===== src/rtl/seg7_scan_driver.sv =====
// seg7_scan_driver: time-multiplexes an 8-nibble BCD/hex bus onto an 8-digit
// common-anode 7-segment display. One coherent snapshot of the bus and its
// masks is latched per frame; adds decimal points, leading-zero blanking,
// per-digit blinking and an anti-ghosting dark interval at each slot start.
module seg7_scan_driver #(
    parameter int DIV          = 1000,
    parameter int BLANK        = 16,
    parameter int BLINK_FRAMES = 64
) (
    input  logic        clk,
    input  logic        rst,
    input  logic [31:0] data_bcd,
    input  logic [7:0]  dp_mask,
    input  logic [7:0]  blink_mask,
    input  logic        lzb,
    output logic [7:0]  an,
    output logic [7:0]  seg,
    output logic        frame_start
);

    localparam int PW = $clog2(DIV);
    localparam int FW = (BLINK_FRAMES > 1) ? $clog2(BLINK_FRAMES) : 1;
    localparam logic [PW-1:0] PRE_LAST  = PW'(DIV - 1);
    localparam logic [FW-1:0] FCNT_LAST = FW'(BLINK_FRAMES - 1);

    // Active-low {g,f,e,d,c,b,a} glyphs, hex digits A-F included.
    function automatic logic [6:0] hex_decode(input logic [3:0] nib);
        case (nib)
            4'h0:    hex_decode = 7'h40;
            4'h1:    hex_decode = 7'h79;
            4'h2:    hex_decode = 7'h24;
            4'h3:    hex_decode = 7'h30;
            4'h4:    hex_decode = 7'h19;
            4'h5:    hex_decode = 7'h12;
            4'h6:    hex_decode = 7'h02;
            4'h7:    hex_decode = 7'h78;
            4'h8:    hex_decode = 7'h00;
            4'h9:    hex_decode = 7'h10;
            4'hA:    hex_decode = 7'h08;
            4'hB:    hex_decode = 7'h03;
            4'hC:    hex_decode = 7'h46;
            4'hD:    hex_decode = 7'h21;
            4'hE:    hex_decode = 7'h06;
            4'hF:    hex_decode = 7'h0E;
            default: hex_decode = 7'h7F;
        endcase
    endfunction

    logic [PW-1:0] pre_r, pre_nxt_s;
    logic [2:0]    idx_r, idx_nxt_s;
    logic [31:0]   shadow_r;
    logic [7:0]    dp_r, blink_r;
    logic          lzb_r;
    logic [FW-1:0] fcnt_r, fcnt_nxt_s;
    logic          ph_r, ph_nxt_s;
    logic          first_r;

    logic          snap_s;
    logic          in_blank_s;
    logic [31:0]   cur_data_s;
    logic [7:0]    cur_dp_s, cur_blink_s;
    logic          cur_lzb_s;
    logic          upper_nz_s;
    logic          dark_s;
    logic [3:0]    nib_s;
    logic [7:0]    an_nxt_s, seg_nxt_s;

    // The first BLANK cycles of each slot are dark; no window when BLANK is 0.
    generate
        if (BLANK > 0) begin : g_blank
            localparam logic [PW-1:0] BLANK_V = PW'(BLANK);
            assign in_blank_s = (pre_r < BLANK_V);
        end else begin : g_no_blank
            assign in_blank_s = 1'b0;
        end
    endgenerate

    // Next-state for counters and blink phase, and the decoded next outputs.
    always_comb begin
        snap_s     = (pre_r == {PW{1'b0}}) && (idx_r == 3'd0);
        pre_nxt_s  = pre_r + PW'(1);
        idx_nxt_s  = idx_r;
        fcnt_nxt_s = fcnt_r;
        ph_nxt_s   = ph_r;
        if (pre_r == PRE_LAST) begin
            pre_nxt_s = {PW{1'b0}};
            idx_nxt_s = idx_r + 3'd1;
        end else begin
            idx_nxt_s = idx_r;
        end
        // The very first snapshot after reset does not advance the frame count.
        if (snap_s && !first_r) begin
            if (fcnt_r == FCNT_LAST) begin
                fcnt_nxt_s = {FW{1'b0}};
                ph_nxt_s   = ~ph_r;
            end else begin
                fcnt_nxt_s = fcnt_r + FW'(1);
            end
        end else begin
            fcnt_nxt_s = fcnt_r;
        end
        // On the snapshot edge decode straight from the values being latched.
        if (snap_s) begin
            cur_data_s  = data_bcd;
            cur_dp_s    = dp_mask;
            cur_blink_s = blink_mask;
            cur_lzb_s   = lzb;
        end else begin
            cur_data_s  = shadow_r;
            cur_dp_s    = dp_r;
            cur_blink_s = blink_r;
            cur_lzb_s   = lzb_r;
        end
        // Any non-zero nibble at or left of the current digit keeps it lit.
        upper_nz_s = 1'b0;
        for (int k = 0; k < 8; k++) begin
            if ((k >= int'(idx_r)) && (cur_data_s[4*k +: 4] != 4'h0)) begin
                upper_nz_s = 1'b1;
            end else begin
                upper_nz_s = upper_nz_s;
            end
        end
        nib_s  = cur_data_s[{idx_r, 2'b00} +: 4];
        dark_s = in_blank_s
              || (cur_lzb_s && (idx_r != 3'd0) && !upper_nz_s)
              || (cur_blink_s[idx_r] && !ph_nxt_s);
        if (dark_s) begin
            an_nxt_s  = 8'hFF;
            seg_nxt_s = 8'hFF;
        end else begin
            an_nxt_s  = ~(8'd1 << idx_r);
            seg_nxt_s = {~cur_dp_s[idx_r], hex_decode(nib_s)};
        end
    end

    // Slot prescaler and digit index.
    always_ff @(posedge clk or posedge rst) begin
        if (rst) begin
            pre_r <= {PW{1'b0}};
            idx_r <= 3'd0;
        end else begin
            pre_r <= pre_nxt_s;
            idx_r <= idx_nxt_s;
        end
    end

    // Per-frame snapshot of the data bus and masks.
    always_ff @(posedge clk or posedge rst) begin
        if (rst) begin
            shadow_r <= 32'h0000_0000;
            dp_r     <= 8'h00;
            blink_r  <= 8'h00;
            lzb_r    <= 1'b0;
        end else if (snap_s) begin
            shadow_r <= data_bcd;
            dp_r     <= dp_mask;
            blink_r  <= blink_mask;
            lzb_r    <= lzb;
        end
    end

    // Frame counter and blink phase (ph = 1 means visible).
    always_ff @(posedge clk or posedge rst) begin
        if (rst) begin
            fcnt_r  <= {FW{1'b0}};
            ph_r    <= 1'b1;
            first_r <= 1'b1;
        end else begin
            fcnt_r  <= fcnt_nxt_s;
            ph_r    <= ph_nxt_s;
            first_r <= first_r && !snap_s;
        end
    end

    // Registered display outputs and frame marker.
    always_ff @(posedge clk or posedge rst) begin
        if (rst) begin
            an          <= 8'hFF;
            seg         <= 8'hFF;
            frame_start <= 1'b0;
        end else begin
            an          <= an_nxt_s;
            seg         <= seg_nxt_s;
            frame_start <= snap_s;
        end
    end

endmodule


===== config.mk =====
export PLATFORM = sky130hd
export DESIGN_NAME = seg7_scan_driver
export DESIGN_NICKNAME = d
export VERILOG_FILES = /design/src/rtl/seg7_scan_driver.sv
export SDC_FILE = /design/constraint.sdc
export NUM_CORES = 1
export LEC_CHECK = 0
export ABC_AREA = 1
export BUFFER_PORTS_ARGS = -buffer_cell sky130_fd_sc_hd__buf_4
export CELL_PAD_IN_SITES_DETAIL_PLACEMENT = 1
export CELL_PAD_IN_SITES_GLOBAL_PLACEMENT = 1
export CORE_ASPECT_RATIO = 0.6
export CORE_UTILIZATION = 36
export CTS_CLUSTER_SIZE = 20
export DETAILED_ROUTE_END_ITERATION = 6
export PLACE_DENSITY_LB_ADDON = 0.3
export SLEW_MARGIN = 20
export SYNTH_ARGS = -nofsm -noshare
export SYNTH_HDL_FRONTEND = slang
export SYNTH_SLANG_ARGS = --single-unit

===== constraint.sdc =====
create_clock -name clk -period 2.6 [get_ports clk]
set_clock_uncertainty 0.2 [all_clocks]
set_input_delay 0.13 -clock clk [delete_from_list [all_inputs] [get_ports clk]]
set_output_delay 0.13 -clock clk [all_outputs]
set_load 0.02 [all_outputs]

=== Yosys cells after proc, flatten, opt, wreduce, memory -nomap -nowiden ===
Memory sizes are Yosys's and may differ from the RTL's.
Cells that the tools add are included.

* Add/sub/neg operators: 3
* $lt $le $gt $ge: 9
* Equality and inequality tests: 2
* Shift operators: 2
* Multiplexer cells: 22
* Bitwise logic cells: 3
* Reduce and logical (&&, ||, !) cells: 30

{| class="wikitable"
|+ Operators with widths
! operator !! count
|-
| 2-to-1 mux 32 bit || 1
|-
| 2-to-1 mux 8 bit || 4
|-
| nonzero test 4 bit || 8
|-
| variable part select 32 x 6 -> 4 bit || 1
|-
| logical AND 1 bit || 13
|-
| 2-to-1 mux 1 bit || 13
|-
| adder 10 x 1 -> 10 bit (second input constant) || 1
|-
| equality test 10 bit (second input constant) || 1
|-
| logical NOT 10 bit || 1
|-
| less-than comparator 10 x 5 -> 1 bit (second input constant) || 1
|-
| 2-to-1 mux 10 bit || 1
|-
| >= comparator 3 bit (first input constant) || 3
|-
| NOT 8 bit || 1
|-
| left shift 1 x 3 -> 8 bit (first input constant) || 1
|-
| adder 6 x 1 -> 6 bit (second input constant) || 1
|-
| binary-select mux 1 bit (select 3 bit) || 2
|-
| equality test 6 bit (second input constant) || 1
|-
| >= comparator 1 x 3 -> 1 bit (first input constant) || 2
|-
| >= comparator 2 x 3 -> 1 bit (first input constant) || 2
|-
| 2-to-1 mux 6 bit || 1
|-
| logical NOT 1 bit || 4
|-
| less-than comparator 3 x 4 -> 1 bit (second input constant) || 1
|-
| adder 3 x 1 -> 3 bit (second input constant) || 1
|-
| logical NOT 3 bit || 1
|-
| 3 further kinds || 5
|}

* Register bits: 87
* Bits in read-only memories: 112
* Input port bits: 51
* Output and inout bits: 17
* Logic and storage cells: 84
* Memories: 1

{| class="wikitable"
|+ Memory list
! name !! depth !! width !! rd ports !! clocked after Yosys merged registers in !! wr ports !! RTL line !! RTL
|-
| (name not given) || 16 || 7 || 1 || 0 || 0 || 28 || <nowiki>case (nib)</nowiki>
|}

=== Depth between registers and ports, before layout ===
Gate-level depths: netlist of the first run.

* Depth in word-level cells: 18
* Gate-level depth with buffers: 21
* Depth with buffers taken out: 18

=== Least setup slack after synthesis of the first run ===
Ideal clock, no wire load.

* Kind: register to register
* Start: register idx_r[0]
* End: register seg[2]
* Setup time: 0.079 ns
* Arrival: 2.474 ns
* Required time: 2.321 ns
* Slack: -0.153 ns
* Cell stages (with the launch flop): 22
* Path buffers: 3
* Period minus slack after synthesis: 2.753 ns
* Cell sequence: dfrtp_1 -> buf_2 -> inv_1 -> ha_1 -> nand2_4 -> nor2_4 -> nand2_2 -> buf_6 -> buf_6 -> nand2_1 -> nand2_1 -> nand2_1 -> nand2_1 -> nor2_1 -> nand2_1 -> inv_1 -> ha_1 -> inv_1 -> nand2_1 -> nand2_1 -> o21ai_0 -> nand2_1

* Elaborated cells on any way between the ends: 50
* Those cells by class: 7 x order compare; 1 x shift; 15 x mux; 26 x reduce/logical; 1 x memory

{| class="wikitable"
|+ RTL lines
! element !! RTL line !! RTL
|-
| from (decl) || 50 || <nowiki>logic [2:0] idx_r, idx_nxt_s;</nowiki>
|-
| from (signal assigned) || 143 || <nowiki>idx_r <= idx_nxt_s;</nowiki>
|-
| logical NOT 3 bit * || 80 || <nowiki>snap_s = (pre_r == {PW{1'b0}}) && (idx_r == 3'd0);</nowiki>
|-
| logical AND 1 bit * || 80 ||
|-
| 2-to-1 mux 32 bit * || 103 || <nowiki>if (snap_s) begin</nowiki>
|-
| net cur_data_s[9] || 60 || <nowiki>logic [31:0] cur_data_s;</nowiki>
|-
| branches (longest 12 deep; another with memory read (16 x 7 bit)) || -- ||
|-
| 2-to-1 mux 8 bit * || 127 || <nowiki>if (dark_s) begin</nowiki>
|-
| net seg_nxt_s[2] || 66 || <nowiki>logic [7:0] an_nxt_s, seg_nxt_s;</nowiki>
|-
| to (signal assigned) || 183 || <nowiki>seg <= seg_nxt_s;</nowiki>
|-
| to (decl) || 17 || <nowiki>output logic [7:0] seg,</nowiki>
|}

Mark *: on every way through the listed nets, which the timed path passes. The select of a mux whose other input is x is not followed.
A chain may end at the register's enable or synchronous reset.

=== Worst setup path in the final report of the first run ===
* Start: register pre_r[9]
* End: register an[1]

* Elaborated cells on any way between the ends: 41
* Those cells by class: 1 x order compare; 15 x mux; 25 x reduce/logical

{| class="wikitable"
|+ RTL lines
! element !! RTL line !! RTL
|-
| from (decl) || 49 || <nowiki>logic [PW-1:0] pre_r, pre_nxt_s;</nowiki>
|-
| from (signal assigned) || 139 || <nowiki>pre_r <= {PW{1'b0}};</nowiki>
|-
| from (signal assigned) || 142 || <nowiki>pre_r <= pre_nxt_s;</nowiki>
|-
| logical NOT 10 bit || 80 ||
|-
| logical AND 1 bit || 80 ||
|-
| 2-to-1 mux 32 bit || 103 ||
|-
| net cur_data_s[12] || 60 ||
|-
| nonzero test 4 bit || 117 || <nowiki>if ((k >= int'(idx_r)) && (cur_data_s[4*k +: 4] != 4'h0)) begin</nowiki>
|-
| logical AND 1 bit || 117 ||
|-
| 2-to-1 mux 1 bit (5 in a row) || 117 ||
|-
| logical NOT 1 bit || 125 || <nowiki>|| (cur_lzb_s && (idx_r != 3'd0) && !upper_nz_s)</nowiki>
|-
| logical AND 1 bit || 125 ||
|-
| logical OR 1 bit || 125 ||
|-
| logical OR 1 bit || 126 || <nowiki>|| (cur_blink_s[idx_r] && !ph_nxt_s);</nowiki>
|-
| 2-to-1 mux 8 bit || 127 ||
|-
| net an_nxt_s[1] || 66 ||
|-
| to (signal assigned) || 182 || <nowiki>an <= an_nxt_s;</nowiki>
|-
| to (decl) || 16 || <nowiki>output logic [7:0] an,</nowiki>
|}

The timed path passes the listed nets, and every way through them passes these cells. The select of a mux whose other input is x is not followed.

==> results of run 1 <==
[worst max-delay path by stage]
stage,start,end,slack (ps),cells after the start
4_1_cts,pre_r[0],seg[2],10,18
6_report,pre_r[9],an[1],-170,16
3_3_place_gp,pre_r[0],seg[3],80,18
5_1_grt,pre_r[9],seg[3],-270,16
2_1_floorplan,idx_r[0],seg[2],2,21
3_5_place_dp,pre_r[0],seg[4],-30,18
[per-stage QoR]
stage	worst slack, ps	instance area (um2)
floorplan	2.365	4623
global placement	80.71	5559
detailed placement	-29.79	5559
CTS	10.08	6520
global route	-273.1	7283
finish	-172.5	7283
[worst register-to-register path: stages, from the launching register on]
cell                      delay, ps
sky130_fd_sc_hd__dfrtp_1        400
sky130_fd_sc_hd__nor2_1         180
sky130_fd_sc_hd__nand2_1        130
sky130_fd_sc_hd__nor2_4         260
sky130_fd_sc_hd__nand2_4        160
sky130_fd_sc_hd__buf_12         190
sky130_fd_sc_hd__nand2_2         90
sky130_fd_sc_hd__nand2_2        100
sky130_fd_sc_hd__buf_4          140
sky130_fd_sc_hd__nor2_1         110
sky130_fd_sc_hd__nand2_1        110
sky130_fd_sc_hd__nand2_1         90
sky130_fd_sc_hd__nand2_2         80
sky130_fd_sc_hd__nor2_4         150
sky130_fd_sc_hd__a21oi_4         80
sky130_fd_sc_hd__buf_6          150
sky130_fd_sc_hd__nand3_1         80
[registers in the layout, summed over array words and instances, names as in the netlist, 3 cells and up]
register / count
dp_r: 8
seg: 8
shadow_r: 32
fcnt_r: 6
an: 8
idx_r: 3
blink_r: 8
pre_r: 10
[layout make-up]
| class | count | area, um2 |
|---|---|---|
| Fill cell | 1430 | 4974 |
| Multi-Input combinational cell | 413 | 2542 |
| Sequential cell | 87 | 2200 |
| Timing Repair Buffer | 199 | 1819 |
| Clock buffer | 10 | 239.0 |
| Inverter | 57 | 232.7 |
| Tap cell | 165 | 206.4 |
| Clock inverter | 6 | 43.79 |
[power breakdown]
part / switching (mW) / leakage [nW] / internal [mW] / total [mW]
Clock: 0.581 / 0.139 / 0.677 / 1.26
Sequential: 0.0200 / 1.02 / 1.41 / 1.43
Combinational: 0.216 / 2.35 / 0.207 / 0.423
Total: 0.817 / 3.51 / 2.29 / 3.11
[cells in the final DEF (no fill, tap or decap), types with 18 or more instances in the layout]
cell / netlist / routed
sky130_fd_sc_hd__dfrtp_1: 69 / 69
sky130_fd_sc_hd__dlygate4sd3_1: 0 / 49
sky130_fd_sc_hd__nand3_1: 81 / 56
sky130_fd_sc_hd__dfstp_2: 18 / 18
sky130_fd_sc_hd__nand2_1: 182 / 125
sky130_fd_sc_hd__buf_4: 2 / 125
sky130_fd_sc_hd__nor2_1: 48 / 33
sky130_fd_sc_hd__nand2_2: 8 / 56
sky130_fd_sc_hd__nand3_2: 0 / 24
sky130_fd_sc_hd__inv_1: 55 / 44
[logic make-up after synthesis]
| family | synth area share (%) |
|---|---|
| and+or+nand+nor | 35.55 |
| AOI/OAI and AO/OA | 3.419 |
| muxes | 0.2442 |
| DFF | 47.71 |
| xor gates and xnor gates | 0.9498 |
| adders and majority gates | 4.071 |
| buffers and inverters | 8.060 |
[cells in the mapped netlist]
master                      count  area share [%]
sky130_fd_sc_hd__nand2_1      182              15
sky130_fd_sc_hd__nand3_1       81             8.8
sky130_fd_sc_hd__dfrtp_1       69              37
sky130_fd_sc_hd__inv_1         55             4.5
sky130_fd_sc_hd__nor2_1        48             3.9
sky130_fd_sc_hd__dfstp_2       18              10
sky130_fd_sc_hd__ha_1          15             4.1
sky130_fd_sc_hd__nor3_1        14             1.5
sky130_fd_sc_hd__and2_1        10             1.4
sky130_fd_sc_hd__buf_2          9            0.98
sky130_fd_sc_hd__buf_6          8             2.0
sky130_fd_sc_hd__nand2_2        8             1.1
sky130_fd_sc_hd__nand3b_1       8             1.3
sky130_fd_sc_hd__o21ai_0        7            0.76
sky130_fd_sc_hd__a21oi_1        4            0.43
sky130_fd_sc_hd__nor2_4         4            0.98
sky130_fd_sc_hd__xor2_1         4            0.76
sky130_fd_sc_hd__nand4_1        3            0.41
sky130_fd_sc_hd__nor2_2         3            0.41
sky130_fd_sc_hd__nor4_1         3            0.41
sky130_fd_sc_hd__o21ai_1        3            0.33
sky130_fd_sc_hd__o21bai_1       3            0.49
sky130_fd_sc_hd__a31oi_1        2            0.27
sky130_fd_sc_hd__buf_4          2            0.33
sky130_fd_sc_hd__nor3b_1        2            0.33
sky130_fd_sc_hd__o21a_1         2            0.33
sky130_fd_sc_hd__a21oi_4        1            0.35
sky130_fd_sc_hd__inv_2          1           0.081
sky130_fd_sc_hd__inv_8          1            0.24
sky130_fd_sc_hd__mux2_2         1            0.24
sky130_fd_sc_hd__nand2_4        1            0.24
sky130_fd_sc_hd__o2111ai_1      1            0.19
sky130_fd_sc_hd__o211ai_2       1            0.27
sky130_fd_sc_hd__xnor2_1        1            0.19
[timing repair]
action	CTS	global route
hold buffers	49	0
endpoints found under the setup margin	8	16
hold endpoints to repair	74	0
cloned	2	5
resized for setup	37	129
buffers inserted	5	31
pin swaps	14	43
[layer usage]
| layer | vias to the layer above | GRT usage (%) | wire (um) |
|---|---|---|---|
| met5 | - | 0 | 0 |
| met4 | 0 | 6.467 | 539 |
| met3 | 53 | 4.495 | 1379 |
| met2 | 251 | 44.81 | 9451 |
| met1 | 2547 | 33.43 | 8617 |
| li1 | 2201 | - | - |
==> impl_metrics.sql, run 1 <==
INSERT INTO impl_metrics (metric_group, metric, value, unit) VALUES
('outcome', 'run_status', 'complete, but fails checks', ''),
('outcome', 'violations', 'negative hold slack, negative setup slack', ''),
('placed_design', 'io_buffers', '67', ''),
('timing', 'layout_min_cycle_time', '2773', 'ps'),
('power_and_ir_drop', 'static-leakage-power', '3.508', 'nW'),
('die', 'fp.dieArea', '13280', 'um2'),
('critical_path', 'worstSetupPathType', 'reg2reg', ''),
('routing', 'wire_per_inst', '21.33', 'um'),
('global_route', 'grtUsageTotal', '25.63', '%'),
('global_route', 'first_global_vias', '4978', ''),
('power_and_ir_drop', 'power_density_normalized_to_cell_area', '427.2', 'nW/um2'),
('timing', 'report.final.hold_viol_count', '1', ''),
('critical_path', 'cp.buffers_inverters', '3', ''),
('layout', 'layoutNonFillerInstCount', '937', ''),
('routing', 'drt_first_pass_iters', '5', ''),
('timing', 'setup_violations', '16', ''),
('global_route', 'antenna_found_initial', '0', ''),
('global_route', 'grt_overflow', '0', ''),
('routing', 'post_drt_via_cell_ratio', '5.392', ''),
('critical_path', 'ordered_list_of_cells_on_the_worst_path', 'nor2_1 > nand2_1 > nor2_4 > nand2_4 > buf_12 > nand2_2 > nand2_2 > buf_4 > nor2_1 > nand2_1 > nand2_1 > nand2_2 > nor2_4 > a21oi_4 > buf_6 > nand3_1', ''),
('critical_path', 'worstPathRequired', '2690', 'ps'),
('critical_path', 'timing.rr.end', 'an[1]', ''),
('timing', 'finalCritPeriodShare', '106.6', '%'),
('cts', 'clockRootBuffer', 'sky130_fd_sc_hd__clkbuf_16', ''),
('placed_design', 'detailed_place_hpwl', '10810', 'um'),
('timing', 'hold-worst-slack', '-20.22', 'ps'),
('timing', 'rsz0062_at_grt', 'true', ''),
('timing', 'setup_total_negative_slack', '-2525', 'ps'),
('routing', 'drc', '0', ''),
('critical_path', 'critical_path.max_stage_delay', '400', 'ps'),
('synth', 'synthDistinctLibCells', '34', ''),
('timing', 'fmaxAchievable', '0.3607', 'GHz'),
('cts', 'tritoncts_clock_tree', 'yes', ''),
('layout', 'num_antenna_cells', '0', ''),
('layout', 'drive_above_1_share', '42.36', '%'),
('die', 'core_footprint', '12260', 'um2'),
('global_route', 'grt_start_max_net_pins', '41', ''),
('die', 'io_pins', '68', ''),
('hold_path', 'worst_hold_path_type', 'in2reg', ''),
('global_route', 'grt_pass1_wl', '25440', 'um'),
('synth', 'postSynthCellCount', '575', ''),
('critical_path', 'worstReg2RegStart', 'pre_r[9]', ''),
('timing', 'setup_slack_after_layout', '-172.5', 'ps'),
('routing', 'antenna_violating_nets_post_route', '0', ''),
('timing', 'worst_slew_pin_slew', '712.9', 'ps'),
('placed_design', 'gp_congestion', '0.8942', ''),
('routing', 'routed-via-count', '5052', ''),
('critical_path', 'path_delay_family', 'simple AND/OR/NAND/NOR gates', ''),
('critical_path', 'worst_r2r_path_depth', '16', ''),
('synth', 'syn-num-nets', '641', ''),
('cts', 'number_of_clock_sinks', '87', ''),
('hold_path', 'worstHoldPathCells', '4', ''),
('die', 'die-height', '89.66', 'um'),
('layout', 'area_growth_syn_to_layout', '57.96', '%'),
('routing', 'detail_route.iter0.violations', '398', ''),
('synth', 'synth_sequential_area_ratio', '47.71', '%'),
('die', 'chipWidth', '148.1', 'um'),
('cts', 'inserted_clock_buffers', '9', ''),
('flow_run', 'max_cap_violations', '0', ''),
('critical_path', 'regToRegSetupSlack', '-170', 'ps'),
('critical_path', 'crit_slowest_cell', 'sky130_fd_sc_hd__dfrtp_1', ''),
('hold_path', 'min-delay-start', 'data_bcd[0]', ''),
('hold_path', 'hold_path_end', 'shadow_r[0]', ''),
('cts', 'clock_latency', '360', 'ps'),
('power_and_ir_drop', 'ir_worst_vdd', '0.2594', 'mV'),
('power_and_ir_drop', 'finalPower', '3.111', 'mW'),
('synth', 'yosys_warnings', '0', ''),
('critical_path', 'crit_fanout', '8', ''),
('die', 'floorplan.rows', '31', ''),
('synth', 'postSynthAreaPerCell', '8.019', 'um2'),
('die', 'start_util', '37.62', '%');
(Power assumes the default switching activity.)
==> inputs of run 2 (changes only) <==
==> constraint.sdc (replaced) <==
create_clock -name clk -period 2.6 [get_ports clk]
set_clock_uncertainty 0.2 [all_clocks]
set_input_delay 0 -clock clk [delete_from_list [all_inputs] [get_ports clk]]
set_output_delay 0 -clock clk [all_outputs]
set_load 0.02 [all_outputs]
==> impl_metrics.sql, run 2 (synthesis gave the netlist of run 1 again) <==
INSERT INTO impl_metrics (metric_group, metric, value, unit) VALUES
('global_route', 'grt_pass1_wl', '25880', 'um'),
('cts', 'inserted_clock_buffers', '9', ''),
('critical_path', 'worstReg2RegStart', 'idx_r[0]', ''),
('layout', 'num_antenna_cells', '0', ''),
('critical_path', 'crit_fanout', '11', ''),
('placed_design', 'io_buffers', '67', ''),
('routing', 'detail_route.iter0.violations', '461', ''),
('die', 'core_footprint', '12260', 'um2'),
('timing', 'setup_violations', '16', ''),
('critical_path', 'critical_path.max_stage_delay', '400', 'ps'),
('cts', 'htree_levels', '3', ''),
('critical_path', 'worst_path_most_repeated_cell', 'sky130_fd_sc_hd__nand2_2', ''),
('global_route', 'most_utilized_layer_in_the_global_route_result', 'met2', ''),
('layout', 'final_net_count', '840', ''),
('routing', 'drc', '0', ''),
('routing', 'post_drt_via_cell_ratio', '5.537', ''),
('layout', 'largest_reg_flops', '32', ''),
('outcome', 'run_status', 'complete, but fails checks', ''),
('cts', 'clockRootBuffer', 'sky130_fd_sc_hd__clkbuf_16', ''),
('critical_path', 'endpoint_kind_of_the_worst_setup_timing_path', 'flop', ''),
('power_and_ir_drop', 'ir_worst_vdd', '0.3500', 'mV'),
('layout', 'layoutNonFillerInstCount', '944', ''),
('layout', 'multiInputGateArea', '2788', 'um2'),
('layout', 'drive_above_1_share', '46.60', '%'),
('critical_path', 'launching_element_type_of_the_critical_path', 'flop', ''),
('outcome', 'violations', 'negative setup slack', ''),
('routing', 'drt_wl_total', '22500', 'um'),
('critical_path', 'ordered_list_of_cells_on_the_worst_path', 'inv_2 > ha_4 > nand2_4 > nor2_4 > nand2_8 > buf_4 > buf_8 > nand2_2 > o21ai_4 > nor2_1 > nand2_1 > nand2_2 > nand2_2 > nor2_4 > a21oi_4 > buf_8 > nand3_2', ''),
('global_route', 'groute.layer.met1.usage', '33.97', '%'),
('routing', 'antenna_violating_nets_post_route', '0', ''),
('timing', 'fmaxAchievable', '0.3486', 'GHz'),
('cts', 'clkTransAtPathRegs', '70', 'ps'),
('critical_path', 'path_delay_family', 'simple AND/OR/NAND/NOR gates', ''),
('critical_path', 'cp_data_arrival_time', '2960', 'ps'),
('cts', 'tritoncts_clock_tree', 'yes', ''),
('layout', 'finalInstanceArea', '7756', 'um2'),
('critical_path', 'timing.critical_path.depth', '17', ''),
('die', 'fp.dieArea', '13280', 'um2'),
('routing', 'routed-via-count', '5227', ''),
('critical_path', 'worst_r2r_path_depth', '17', ''),
('placed_design', 'gp_congestion', '0.8503', ''),
('critical_path', 'crit_slowest_cell', 'sky130_fd_sc_hd__dfrtp_1', ''),
('power_and_ir_drop', 'static-leakage-power', '3.608', 'nW'),
('placed_design', 'detailed_place_hpwl', '10910', 'um'),
('timing', 'report.final.slew_viol_count', '0', ''),
('critical_path', 'cp.buffers_inverters', '4', ''),
('global_route', 'antenna_found_initial', '0', ''),
('timing', 'setup_slack_after_layout', '-268.8', 'ps'),
('layout', 'layout.cells.most_common', 'sky130_fd_sc_hd__buf_4', ''),
('layout', 'layout_common_cells', 'sky130_fd_sc_hd__buf_4 (123), sky130_fd_sc_hd__nand2_1 (106), sky130_fd_sc_hd__dfrtp_1 (69)', ''),
('global_route', 'groute.layer.met3.usage', '5.455', '%'),
('global_route', 'grt_overflow', '0', ''),
('critical_path', 'worstPathRequired', '2700', 'ps'),
('global_route', 'grtUsageTotal', '26.12', '%'),
('critical_path', 'regToRegSetupSlack', '-270', 'ps'),
('cts', 'cts.path.max_buffers', '2', ''),
('timing', 'finalCritPeriodShare', '110.3', '%'),
('power_and_ir_drop', 'power_density_normalized_to_cell_area', '431.3', 'nW/um2'),
('die', 'floorplan.rows', '31', ''),
('die', 'start_util', '37.62', '%'),
('global_route', 'grt_start_max_net_pins', '47', ''),
('layout', 'regMostFlops', 'shadow_r', ''),
('timing', 'timing.max_slew.rel_slack', '46.84', '%'),
('global_route', 'groute.layer.met2.usage', '44.56', '%'),
('timing', 'rsz0062_at_grt', 'true', ''),
('layout', 'fill_cell_count', '1360', ''),
('timing', 'layout_min_cycle_time', '2869', 'ps'),
('layout', 'biggestRegsByFlops', 'shadow_r x32, pre_r x10', ''),
('hold_path', 'worst_hold_path_type', 'in2async', ''),
('cts', 'number_of_clock_sinks', '87', ''),
('global_route', 'first_global_vias', '4933', ''),
('die', 'chipWidth', '148.1', 'um'),
('timing', 'report.final.hold_viol_count', '0', ''),
('placed_design', 'dp.cells', '829', ''),
('layout', 'sequential_cell_area', '2200', 'um2'),
('routing', 'wire_per_inst', '23.83', 'um'),
('die', 'io_pins', '68', ''),
('flow_run', 'max_cap_violations', '0', ''),
('critical_path', 'timing.rr.end', 'seg[1]', ''),
('die', 'die-height', '89.66', 'um'),
('critical_path', 'worstSetupPathType', 'reg2reg', ''),
('timing', 'setup_total_negative_slack', '-3993', 'ps'),
('timing', 'worst_slew_pin_slew', '791.3', 'ps'),
('routing', 'drt_first_pass_iters', '5', ''),
('cts', 'clock_latency', '360', 'ps'),
('placed_design', 'placed_cell_area', '5542', 'um2'),
('layout', 'area_growth_syn_to_layout', '68.22', '%');
run 2: cell count changes in the layout (fill, tap and decap cells not counted), moves of 3 or more:
cell | before | now
sky130_fd_sc_hd__nand2_1 | 125 | 106
sky130_fd_sc_hd__nand3_1 | 56 | 44
sky130_fd_sc_hd__nand2_4 | 10 | 21
sky130_fd_sc_hd__nand2_2 | 56 | 64
sky130_fd_sc_hd__nand3_2 | 24 | 32
sky130_fd_sc_hd__nor2_2 | 13 | 7
sky130_fd_sc_hd__nand3_4 | 1 | 5
sky130_fd_sc_hd__nor2_4 | 9 | 13
sky130_fd_sc_hd__buf_12 | 5 | 8
sky130_fd_sc_hd__clkbuf_16 | 12 | 15
run 2: where the power goes:
part           switching (mW)  total [mW]  internal, mW  leakage, nW
combinational           0.243       0.466         0.223         2.44
sequential             0.0236        1.43          1.41         1.02
clock                   0.600        1.45         0.846        0.146
total                   0.867        3.35          2.48         3.61
run 2: cell type report:
| cell class | count | area share (%) |
|---|---|---|
| clock buffers | 11 | 3.000 |
| clock inverters | 5 | 1.081 |
| inverters | 57 | 3.113 |
| multi-input cells | 413 | 35.94 |
| flip-flops and latches | 87 | 28.36 |
| well taps | 165 | 2.662 |
| repair buffers | 206 | 25.84 |
run 2: worst register-to-register path, cell delays in order (launching register included):
cell                      delay [ps]
sky130_fd_sc_hd__dfrtp_1         400
sky130_fd_sc_hd__inv_2            90
sky130_fd_sc_hd__ha_4            160
sky130_fd_sc_hd__nand2_4          60
sky130_fd_sc_hd__nor2_4          220
sky130_fd_sc_hd__nand2_8         140
sky130_fd_sc_hd__buf_4           170
sky130_fd_sc_hd__buf_8           140
sky130_fd_sc_hd__nand2_2         100
sky130_fd_sc_hd__o21ai_4          70
sky130_fd_sc_hd__nor2_1          250
sky130_fd_sc_hd__nand2_1         140
sky130_fd_sc_hd__nand2_2         140
sky130_fd_sc_hd__nand2_2          90
sky130_fd_sc_hd__nor2_4          110
sky130_fd_sc_hd__a21oi_4          80
sky130_fd_sc_hd__buf_8           160
sky130_fd_sc_hd__nand3_2          80
run 2: metrics by stage:
stage | worst slack, ps | util [%] | power (mW) | hold WS [ps]
after detailed placement | -89.21 | 45.21 | 1.723 | -42.72
final | -268.8 | 63.28 | 3.345 | 120.4
after floorplan | 2.365 | - | 1.583 | -71.84
after global routing | -328.2 | 63.28 | 3.416 | 187.2
after global placement | -10.31 | 45.21 | 1.710 | -48.94
after CTS | 2.579 | 54.23 | 3.192 | 154.9
run 2: timing repair:
item	in CTS	in global routing
buffers inserted	11	27
setup endpoints to repair	9	16
hold buffers	50	0
hold endpoints to repair	87	0
pin swaps	10	82
cloned	4	9
resized for setup	24	201
run 2: how the worst max path moves through the flow:
stage,startpoint,to
floorplan,idx_r[0],seg[2]
global placement,idx_r[1],seg[0]
detailed placement,pre_r[0],seg[0]
CTS,pre_r[1],seg[4]
global route,idx_r[0],seg[1]
finish,idx_r[0],seg[1]
run 2: per-layer routing:
metal | vias to the layer above | part of all wire (%)
met5 | - | 0
met4 | 0 | 3.7
met3 | 80 | 7.7
met2 | 298 | 47
met1 | 2628 | 42
li1 | 2221 | -
==> inputs of run 3 (changes only) <==
--- a/config.mk
+++ b/config.mk
@@ -5,7 +5,6 @@
 export SDC_FILE = /design/constraint.sdc
 export NUM_CORES = 1
 export LEC_CHECK = 0
-export ABC_AREA = 1
 export BUFFER_PORTS_ARGS = -buffer_cell sky130_fd_sc_hd__buf_4
 export CELL_PAD_IN_SITES_DETAIL_PLACEMENT = 1
 export CELL_PAD_IN_SITES_GLOBAL_PLACEMENT = 1
@@ -13,6 +12,7 @@
 export CORE_UTILIZATION = 36
 export CTS_CLUSTER_SIZE = 20
 export DETAILED_ROUTE_END_ITERATION = 6
+export MAX_ROUTING_LAYER = met4
 export PLACE_DENSITY_LB_ADDON = 0.3
 export SLEW_MARGIN = 20
 export SYNTH_ARGS = -nofsm -noshare
==> impl_metrics.sql, run 3 <==
INSERT INTO impl_metrics (metric_group, metric, value, unit) VALUES
('layout', 'layout.cells.most_common', 'sky130_fd_sc_hd__buf_4', ''),
('critical_path', 'crit_slowest_cell', 'sky130_fd_sc_hd__dfrtp_2', ''),
('die', 'chipWidth', '147.3', 'um'),
('die', 'fp.dieArea', '13140', 'um2'),
('hold_path', 'worst_hold_path_type', 'in2async', ''),
('layout', 'biggestRegsByFlops', 'shadow_r x32, pre_r x10', ''),
('placed_design', 'gp_congestion', '0.9009', ''),
('synth', 'ys_seq_elements', '87', ''),
('routing', 'drt_wl_total', '16490', 'um'),
('power_and_ir_drop', 'swShare', '23.96', '%'),
('synth', 'postSynthCellCount', '456', ''),
('critical_path', 'worstSetupPathType', 'reg2reg', ''),
('critical_path', 'launching_element_type_of_the_critical_path', 'flop', ''),
('synth', 'syn-num-nets', '522', ''),
('layout', 'layout_common_cells', 'sky130_fd_sc_hd__buf_4 (126), sky130_fd_sc_hd__nand2_1 (112), sky130_fd_sc_hd__dfrtp_1 (67)', ''),
('power_and_ir_drop', 'sequentialPowerShare', '45.6', '%'),
('power_and_ir_drop', 'share_clk_of_total_power', '42.3', '%'),
('routing', 'drt_first_pass_iters', '5', ''),
('cts', 'number_of_clock_sinks', '87', ''),
('global_route', 'first_global_vias', '4577', ''),
('synth', 'yosys-top-cells-area', 'sky130_fd_sc_hd__dfrtp_1 (38%), sky130_fd_sc_hd__dfstp_2 (10%), sky130_fd_sc_hd__nand2_1 (9.2%)', ''),
('synth', 'yosys_warnings', '0', ''),
('cts', 'clkTransAtPathRegs', '60', 'ps'),
('flow_run', 'max_cap_violations', '0', ''),
('layout', 'drive_above_1_share', '38.66', '%'),
('power_and_ir_drop', 'p_comb_share', '12.2', '%'),
('die', 'core_footprint', '12220', 'um2'),
('critical_path', 'crit_fanout', '7', ''),
('timing', 'rsz0062_at_grt', 'true', ''),
('global_route', 'grt_overflow', '0', ''),
('synth', 'synth_sequential_area_ratio', '48.20', '%'),
('power_and_ir_drop', 'static-leakage-power', '3.140', 'nW'),
('timing', 'report.final.slew_viol_count', '0', ''),
('routing', 'wire_per_inst', '20.38', 'um'),
('power_and_ir_drop', 'finalPower', '3.171', 'mW'),
('synth', 'number_of_enable_type_register_cells_in_the_synthesized_netlist', '0', ''),
('routing', 'antenna_violating_nets_post_route', '0', ''),
('power_and_ir_drop', 'power.switching', '0.7595', 'mW'),
('timing', 'setup_slack_after_layout', '-599.9', 'ps'),
('global_route', 'antenna_found_initial', '0', ''),
('layout', 'regMostFlops', 'shadow_r', ''),
('cts', 'clock_latency', '350', 'ps'),
('layout', 'largest_reg_flops', '32', ''),
('routing', 'drc', '0', ''),
('die', 'floorplan.rows', '31', ''),
('synth', 'async_flop_share', '100.0', '%'),
('layout', 'layoutNonFillerInstCount', '809', ''),
('layout', 'num_antenna_cells', '0', ''),
('cts', 'inserted_clock_buffers', '9', ''),
('placed_design', 'detailed_place_hpwl', '11110', 'um'),
('global_route', 'grtUsageTotal', '27.10', '%'),
('critical_path', 'critical_path.max_stage_delay', '410', 'ps'),
('outcome', 'run_status', 'complete, but fails checks', ''),
('timing', 'finalCritPeriodShare', '123.1', '%'),
('cts', 'clockRootBuffer', 'sky130_fd_sc_hd__clkbuf_16', ''),
('synth', 'synthFlopType', 'sky130_fd_sc_hd__dfrtp_1', ''),
('critical_path', 'worstPathRequired', '2650', 'ps'),
('synth', 'post_synth_top_area_cell', 'sky130_fd_sc_hd__dfrtp_1', ''),
('timing', 'fmaxAchievable', '0.3125', 'GHz'),
('global_route', 'grt_pass1_wl', '25630', 'um'),
('critical_path', 'ordered_list_of_cells_on_the_worst_path', 'inv_2 > ha_4 > nor4b_4 > nand4_4 > buf_6 > mux2_4 > a32oi_2 > nand4_1 > buf_6 > inv_2 > ha_4 > a21oi_1 > o31ai_1', ''),
('power_and_ir_drop', 'power_density_normalized_to_cell_area', '460.1', 'nW/um2'),
('power_and_ir_drop', 'p_int', '2.411', 'mW'),
('critical_path', 'endpoint_kind_of_the_worst_setup_timing_path', 'flop', ''),
('synth', 'synthDistinctLibCells', '63', ''),
('layout', 'area_growth_syn_to_layout', '51.03', '%'),
('synth', 'postSynthAreaPerCell', '10.01', 'um2'),
('timing', 'report.final.hold_viol_count', '0', ''),
('synth', 'synthesis.area', '4563', 'um2'),
('routing', 'routed-via-count', '4346', ''),
('timing', 'setup_violations', '16', ''),
('cts', 'cts.path.max_buffers', '2', ''),
('layout', 'fill_cell_count', '1315', ''),
('synth', 'synth_top_area_share', '37.84', '%'),
('timing', 'layout_min_cycle_time', '3200', 'ps'),
('outcome', 'violations', 'negative setup slack', ''),
('global_route', 'grt_start_max_net_pins', '60', ''),
('synth', 'yosys.cell_count.top_type', 'sky130_fd_sc_hd__nand2_1', ''),
('placed_design', 'dp.cells', '728', ''),
('die', 'start_util', '37.35', '%'),
('critical_path', 'cp_data_arrival_time', '3250', 'ps'),
('cts', 'htree_levels', '3', ''),
('power_and_ir_drop', 'ir_worst_vdd', '0.3195', 'mV'),
('timing', 'timing.max_slew.rel_slack', '57.39', '%'),
('routing', 'post_drt_via_cell_ratio', '5.372', ''),
('cts', 'tritoncts_clock_tree', 'yes', ''),
('synth', 'ys_top_cells_by_count', 'sky130_fd_sc_hd__nand2_1 (112), sky130_fd_sc_hd__dfrtp_1 (69), sky130_fd_sc_hd__nor2_1 (22), sky130_fd_sc_hd__nand3_1 (20), sky130_fd_sc_hd__dfstp_2 (18)', ''),
('routing', 'detail_route.iter0.violations', '327', ''),
('placed_design', 'io_buffers', '67', ''),
('layout', 'final_core_utilization', '56.41', '%'),
('die', 'io_pins', '68', ''),
('timing', 'worst_slew_pin_slew', '633.7', 'ps'),
('die', 'die-height', '89.21', 'um'),
('layout', 'final_net_count', '705', '');
[run 3: changes by cell type in the layout (fill, tap and decap cells not counted), moves of 21 or more]
cell	delta
sky130_fd_sc_hd__nand2_2	-64
sky130_fd_sc_hd__inv_1	-32
sky130_fd_sc_hd__nand3_2	-26
sky130_fd_sc_hd__nand2_4	-21
sky130_fd_sc_hd__nand3_1	-30
[run 3: logic make-up (layout without fill, tap and decap cells)]
kind of cell,count (synthesis),in the layout,synth area share [%]
mux,34,34,8.884
simple gates,215,215,22.92
xor+xnor,10,10,1.919
fa+ha+maj,15,15,4.113
buf+inv,39,227,4.195
compound gates,56,56,9.762
flops,87,87,48.20
[run 3: power by group through the flow]
stage | Sequential [mW] | Clock (mW) | Combinational [mW]
detailed placement | 1.47 | 0 | 0.288
CTS | 1.44 | 1.37 | 0.372
global placement | 1.46 | 0 | 0.279
global route | 1.45 | 1.41 | 0.415
floorplan | 1.47 | 0 | 0.122
finish | 1.44 | 1.34 | 0.386
[run 3: area by class of cell]
cell class	count	area, um2	area share, %
inverters	19	87.58	1.271
clock buffers	11	252.7	3.667
repair buffers	192	1688	24.49
flip-flops and latches	87	2202	31.95
multi-input cells	330	2399	34.80
clock inverters	5	56.30	0.8170
well taps	165	206.4	2.996
[run 3: worst max-delay path: cells and delay by family (launching register included)]
kind	cells	cell delay, ps
AO/OA/AOI/OAI	3	620
adder cells (fa/ha/maj)	2	320
buffers and inverters	4	600
flip-flops	1	410
multiplexers	1	310
AND/OR/NAND/NOR	3	640
[run 3: worst paths after layout]
check	startpoint	end	slack, ps	cells past startpoint
min in group clk	data_bcd[7]	shadow_r[7]	90	4
setup reg to reg	idx_r[1]	seg[0]	-600	13
hold / removal	rst	dp_r[5]	20	3
max in group asynchronous	rst	ph_r	1430	4
hold reg to reg	dp_r[0]	dp_r[0]	280	2
setup / recovery	idx_r[1]	seg[0]	-600	13
[run 3: layer usage]
| metal | track usage (%) | vias up | wire length, um |
|---|---|---|---|
| li1 | - | 1978 | - |
| met1 | 34.90 | 2192 | 7487 |
| met2 | 43.57 | 158 | 7737 |
| met3 | 5.918 | 18 | 1099 |
| met4 | 7.310 | 0 | 166 |
| met5 | - | - | 0 |
[run 3: per-stage QoR]
step | hold slack [ps] | setup TNS [ps] | cell area, um2 | worst slack (ps)
floorplan | -94.56 | -3779 | 4653 | -592.6
global placement | -154.0 | -6502 | 5718 | -556.1
detailed placement | -149.5 | -7603 | 5718 | -651.4
CTS | 32.94 | -6572 | 6823 | -553.5
global route | 62.87 | -8269 | 6892 | -681.8
finish | 22.64 | -6554 | 6892 | -599.9
[run 3: what timing repair did]
item	CTS	global route
setup endpoints to repair	16	17
setup buffers	10	8
hold endpoints to repair	134	0
hold buffers	49	0
gates resized for setup	43	10
pin swaps	20	6
